## config.mk

```make
export PLATFORM = sky130hd
export DESIGN_NAME = charge_port_scheduler
export DESIGN_NICKNAME = d
export VERILOG_FILES = /design/src/rtl/charge_port_scheduler.sv
export SDC_FILE = /design/constraint.sdc
export NUM_CORES = 1
export LEC_CHECK = 0
export ABC_CLOCK_PERIOD_IN_PS = 2700
export BUFFER_PORTS_ARGS = -buffer_cell sky130_fd_sc_hd__clkbuf_2
export CORE_ASPECT_RATIO = 1.5
export CORE_UTILIZATION = 55
export CTS_CLUSTER_SIZE = 24
export DETAILED_ROUTE_END_ITERATION = 10
export PLACE_DENSITY = 0.89
export REMOVE_ABC_BUFFERS = 1
export SLEW_MARGIN = 20
export SYNTH_ARGS = -nofsm -noshare
export SYNTH_HDL_FRONTEND = slang
export SYNTH_SLANG_ARGS = --single-unit
```

## constraint.sdc

```tcl
create_clock -name clk -period 2.7 [get_ports clk]
set_clock_uncertainty 0.2 [all_clocks]
set_input_delay 0.27 -clock clk [delete_from_list [all_inputs] [get_ports clk]]
set_output_delay 0.27 -clock clk [all_outputs]
set_load 0.02 [all_outputs]
```

## src/rtl/charge_port_scheduler.sv

```systemverilog
// Time-sliced scheduler for four charging ports sharing one power stage.
// Requests are latched per port and served round-robin, one port at a time.
//
// state   | meaning
// IDLE    | no port powered; picks the next pending port round-robin
// GRANT   | one-cycle power-on of the selected port; time already loaded
// CHARGE  | port powered; remaining_time counts down once per tick
// RELEASE | one-cycle power-off gap before the next grant
module charge_port_scheduler #(
  parameter int NUM_DIV  = 1000,
  parameter int MAX_TIME = 40
) (
  input  logic        clk,
  input  logic        rst_n,
  input  logic [3:0]  req,
  input  logic [23:0] req_time,
  input  logic [3:0]  cancel,
  output logic [3:0]  grant,
  output logic [1:0]  active_port,
  output logic [5:0]  remaining_time,
  output logic [3:0]  pending,
  output logic        busy,
  output logic [3:0]  done
);

  localparam int              CW   = (NUM_DIV > 1) ? $clog2(NUM_DIV) : 1;
  localparam logic [CW-1:0]   TC   = CW'(NUM_DIV - 1);
  localparam logic [5:0]      MAXT = 6'(MAX_TIME);

  typedef enum logic [1:0] {
    S_IDLE    = 2'd0,
    S_GRANT   = 2'd1,
    S_CHARGE  = 2'd2,
    S_RELEASE = 2'd3
  } state_t;

  state_t          r_state;
  state_t          w_state_nxt;

  logic [3:0]      r_req_prev;
  logic [3:0]      r_cancel_prev;
  logic [3:0]      r_pending;
  logic [5:0]      r_slot [4];
  logic [1:0]      r_active;
  logic [1:0]      r_last;
  logic [5:0]      r_remaining;
  logic [CW-1:0]   r_tick_cnt;
  logic [3:0]      r_done;

  logic [3:0]      w_req_rise;
  logic [3:0]      w_cancel_rise;
  logic [3:0]      w_granted_mask;
  logic            w_cancel_active;
  logic            w_tick;
  logic            w_expire;
  logic [3:0]      w_sel_mask;
  logic            w_sel_valid;
  logic [1:0]      w_sel;
  logic [5:0]      w_clip [4];
  logic [3:0]      w_accept;
  logic [3:0]      w_pending_nxt;

  assign w_req_rise    = req & ~r_req_prev;
  assign w_cancel_rise = cancel & ~r_cancel_prev;

  assign w_granted_mask  = ((r_state == S_GRANT) || (r_state == S_CHARGE)) ?
                           (4'b0001 << r_active) : 4'b0000;
  assign w_cancel_active = |(w_cancel_rise & w_granted_mask);
  assign w_tick          = (r_state == S_CHARGE) && (r_tick_cnt == TC);
  assign w_expire        = w_tick && (r_remaining == 6'd1);

  // A port cancelled in the same cycle it would be picked must not be granted.
  assign w_sel_mask = r_pending & ~w_cancel_rise;

  always_comb begin
    w_sel_valid = 1'b0;
    w_sel       = 2'd0;
    for (int k = 1; k <= 4; k++) begin
      if (!w_sel_valid && w_sel_mask[2'(r_last + 2'(k))]) begin
        w_sel_valid = 1'b1;
        w_sel       = 2'(r_last + 2'(k));
      end
    end
  end

  always_comb begin
    for (int i = 0; i < 4; i++) begin
      w_clip[i]   = (req_time[6*i +: 6] > MAXT) ? MAXT : req_time[6*i +: 6];
      w_accept[i] = w_req_rise[i] & ~r_pending[i] & ~w_granted_mask[i] &
                    ~w_cancel_rise[i] & (w_clip[i] != 6'd0);
    end
  end

  always_comb begin
    w_pending_nxt = (r_pending & ~w_cancel_rise) | w_accept;
    if ((r_state == S_IDLE) && w_sel_valid) begin
      w_pending_nxt[w_sel] = 1'b0;
    end
  end

  always_ff @(posedge clk) begin
    if (!rst_n) begin
      r_state <= S_IDLE;
    end else begin
      r_state <= w_state_nxt;
    end
  end

  // Cancel is checked before expiry so an aborted session never reports done.
  always_comb begin
    w_state_nxt = r_state;
    grant       = 4'b0000;
    busy        = 1'b0;
    active_port = 2'd0;
    case (r_state)
      S_IDLE: begin
        if (w_sel_valid) w_state_nxt = S_GRANT;
      end
      S_GRANT: begin
        grant       = w_granted_mask;
        busy        = 1'b1;
        active_port = r_active;
        w_state_nxt = w_cancel_active ? S_RELEASE : S_CHARGE;
      end
      S_CHARGE: begin
        grant       = w_granted_mask;
        busy        = 1'b1;
        active_port = r_active;
        if (w_cancel_active || w_expire) w_state_nxt = S_RELEASE;
      end
      S_RELEASE: begin
        w_state_nxt = S_IDLE;
      end
      default: w_state_nxt = S_IDLE;
    endcase
  end

  always_ff @(posedge clk) begin
    if (!rst_n) begin
      r_req_prev    <= 4'b0000;
      r_cancel_prev <= 4'b0000;
      r_pending     <= 4'b0000;
      for (int i = 0; i < 4; i++) r_slot[i] <= 6'd0;
      r_active      <= 2'd0;
      r_last        <= 2'd3;
      r_remaining   <= 6'd0;
      r_tick_cnt    <= '0;
      r_done        <= 4'b0000;
    end else begin
      r_req_prev    <= req;
      r_cancel_prev <= cancel;
      r_pending     <= w_pending_nxt;
      r_done        <= 4'b0000;
      for (int i = 0; i < 4; i++) begin
        if (w_accept[i]) r_slot[i] <= w_clip[i];
      end
      case (r_state)
        S_IDLE: begin
          if (w_sel_valid) begin
            r_active    <= w_sel;
            r_remaining <= r_slot[w_sel];
            r_tick_cnt  <= '0;
          end
        end
        S_GRANT: begin
          if (w_cancel_active) r_remaining <= 6'd0;
        end
        S_CHARGE: begin
          if (w_cancel_active) begin
            r_remaining <= 6'd0;
            r_tick_cnt  <= '0;
          end else if (w_tick) begin
            r_tick_cnt  <= '0;
            r_remaining <= r_remaining - 6'd1;
            if (w_expire) r_done <= 4'b0001 << r_active;
          end else begin
            r_tick_cnt <= r_tick_cnt + CW'(1);
          end
        end
        S_RELEASE: begin
          r_last      <= r_active;
          r_remaining <= 6'd0;
          r_tick_cnt  <= '0;
        end
        default: ;
      endcase
    end
  end

  assign remaining_time = r_remaining;
  assign pending        = r_pending;
  assign done           = r_done;

endmodule

```

==> impl_results.md <==
* Status: finished clean
* Final hold violation count at 0
* Achievable Freq at 389.7 MHz
* DRT Pass-1 Iters at 5
* Hold Path End: r_slot[3][3]$_SDFFCE_PN0P_
* Relative slew slack at about 63%
* Hold Crit Class: input pin to flop
* Worst Reg-to-Reg Cells at 8
* Core area at 5871 µm²
* Num ports at 55
* Asr flop ratio synth at 0%
* Synthesis-to-finish area growth at 19.08%
* Mapped Area at around 3400 µm²
* CP Launch Type: flop
* H-tree depth at 3
* Final ANT Viol Nets at 0
* Root Buffer: clkbuf_8
* Flops & latches, synth at between 60 and 70
* Yosys cell types at between 60 and 70
* CTS tree: yes
* Grt peak-use layer: met2
* Power share of the clock group at approximately a quarter
* Top FF cell, synth: dfxtp_1
* DP Wirelength at 5.863 mm
* Met2 GRT Util at between 40% and 50%
* Crit path DAT at 2.59 ns
* Setup violators final at 0
* Synth Instances at 373
* Syn avg cell area at between 9 and 10 µm²
* Initial antenna violation count at 0
* Met1 Resource Use GR at between 20 and 30%
* DRC viols at 0
* Vias at a little over 3,000
* Starting Density at between 50 and 60%
* Hold path start: req_time[21]
* FF-to-FF setup slack at roughly 0.13 ns
* Nature of the critical path endpoint: flop
* First-pass GRT wire length at between 10 and 15 mm
* Largest net degree at the start of global routing at 26
* RR Startpoint: r_state[0]$_SDFFE_PN0P_
* Syn. warnings at 0
* Drt wl/cell at about 15 µm
* Synth area leaders: dfxtp_1, edfxtp_1, nor2_1
* Clk buf depth at 2
* P_sw at about 1100 µW
* Synth area leader: dfxtp_1
* CTS buffer count at 9
* Sequential share of the synthesized area at ~44%
* Worst EP required at 2.72 ns
* Layout cell share with drive strength beyond 1 at 23.87%
* RSZ-0062 raised after global routing: no
* Share of the synthesized area in the top cell type at between 20% and 30%
* VDD IR-drop max at 0.5083 mV
* All-Layer GR Usage at between 20% and 30%
* Pins Over Slew Limit at 0
* Initial drt markers at 163
* Die Area at roughly 6500 µm²
* Max-Cap Viols at 0
* Port buffer count at 54
* Critical path class: flop to flop
* # diodes at 0
* Die W at 66.23 µm
* Slew at the pin with the worst max-slew slack at approximately 0.56 ns
* Final Cycle Share at 95.04%
* Pleak at roughly 0.0017 µW
* Setup TNS at 0 ns
* PwrDens at 772.3 nW/µm²
* CTS Sinks at 62
* Hold Slack at between 0.03 and 0.04 ns
* Die Height at 98.34 µm
* Core Util, Final at between 60% and 70%
* Clock Latency Late Sink at ~0.35 ns
* DRT Wirelength at between 7 and 8 mm
* Vias in the first global route at slightly below 3,000
* Switching part of the total power at approximately 37%
* Met3 Track Usage GR at between 6 and 7%
* Worst Hold Depth at 3
* Clock-pin slew on the worst setup and hold paths at about 0.070 ns
* P_int at about 2000 µW
* Vias/cell at 5.886
* Post-synth EDFFs at 24
* Row cnt at 34
* Logic pwr share at about 36%
* Overflow after GRT at 0
* R2R Path End: remaining_time[4]$_SDFFE_PN0P_
* CP Max Fanout at 7
* Post-route minimum period at 2.566 ns
* Final Wtd Congestion at 0.8934
* Final net count at just under 500
* Seq pwr share at between 30% and 40%
-- cell type report --
type	instances	area [µm²]
clock buffers	12	177.7
repair buffers	67	387.9
flip-flops and latches	62	1483
well taps	72	90.09
inverters	23	86.33
fillers	453	1818
clock inverters	4	25.02
multi-input cells	276	1803
-- cell usage in the layout (no fill, tap or decap), drive strengths merged, types with 5 or more instances in the layout --
cell type    instances
and3                11
edfxtp              24
buf                  5
nor2                37
nor3                13
ha                   8
inv                 24
nand4               12
dfxtp               38
clkbuf              66
a21bo               11
and2                19
nand2b               7
o21ai               21
nand3               27
a21oi               12
dlygate4sd3          8
nand2               27
nor2b                9
xor2                10
-- metal layers --
layer,vias to the layer above,wire length (µm)
met4,0,303
met1,1426,3139
met3,33,408
met5,-,0
li1,1471,-
met2,107,4061
-- cell usage after synthesis (3+ instances only) --
master,number
a21bo_2,11
a21oi_1,12
and2_1,16
and3_1,10
clkbuf_1,9
dfxtp_1,38
edfxtp_1,24
ha_1,8
inv_1,23
mux2i_1,3
nand2_1,27
nand2b_1,6
nand3_1,27
nand4_1,12
nor2_1,37
nor2b_1,9
nor3_1,13
o21ai_0,21
xor2_1,10
-- state kept, by name, summed over array words and instances, names as in the netlist --
signal and count:
r_tick_cnt 10, r_cancel_prev 4, done 4, remaining_time 6, r_last 2, pending 4
r_slot 24, r_active 2, r_state 2, r_req_prev 4
-- worst max-delay path: stages (launching register included) --
cell	delay, ns
dfxtp_1	0.37
inv_1	0.13
ha_4	0.29
nor3b_4	0.17
a32oi_4	0.26
a31oi_1	0.15
nor3b_2	0.21
a21boi_1	0.15
or4_1	0.50
-- through the flow --
step	worst slack [ns]	cells	cell area, µm²	total power (µW)
after floorplan	-0.003348	361	3346	1942
after global placement	0.1401	492	3744	2204
after detailed placement	0.05087	492	3744	2250
after CTS	0.01625	516	4026	3066
after global routing	0.04187	516	4053	3292
final	0.1338	516	4053	3130
-- cell families after synthesis --
| kind of cell | share of synthesized area, % |
|---|---|
| simple gates | 28.16 |
| compound gates | 17.17 |
| flops | 43.53 |
| buf+inv | 4.228 |
| xor+xnor | 3.088 |
| fa+ha+maj | 2.941 |
| mux | 0.8824 |
-- worst max-delay path by stage --
stage / start / to / slack, ns
2_1_floorplan: r_state[1]$_SDFFE_PN0P_ / remaining_time[4]$_SDFFE_PN0P_ / -0.003
3_3_place_gp: r_state[1]$_SDFFE_PN0P_ / remaining_time[4]$_SDFFE_PN0P_ / 0.14
3_5_place_dp: r_state[1]$_SDFFE_PN0P_ / remaining_time[4]$_SDFFE_PN0P_ / 0.05
4_1_cts: r_state[1]$_SDFFE_PN0P_ / remaining_time[4]$_SDFFE_PN0P_ / 0.02
5_1_grt: r_state[0]$_SDFFE_PN0P_ / remaining_time[4]$_SDFFE_PN0P_ / 0.04
6_report: r_state[0]$_SDFFE_PN0P_ / remaining_time[4]$_SDFFE_PN0P_ / 0.13
-- power groups by stage --
stage          logic, µW  registers [µW]  clock network (µW)
6_report            1120            1200                 814
3_3_place_gp        1000            1200                   0
2_1_floorplan        718            1220                   0
3_5_place_dp        1040            1210                   0
4_1_cts             1060            1190                 820
5_1_grt             1220            1210                 866
-- what timing repair did --
item	in CTS	in global routing
hold buffers	8	0
endpoints found under the setup margin	0	21
setup buffers	0	0
endpoints found under the hold margin	8	0
gates resized for setup	0	5
Note: power is estimated with default switching activity, not from simulation.
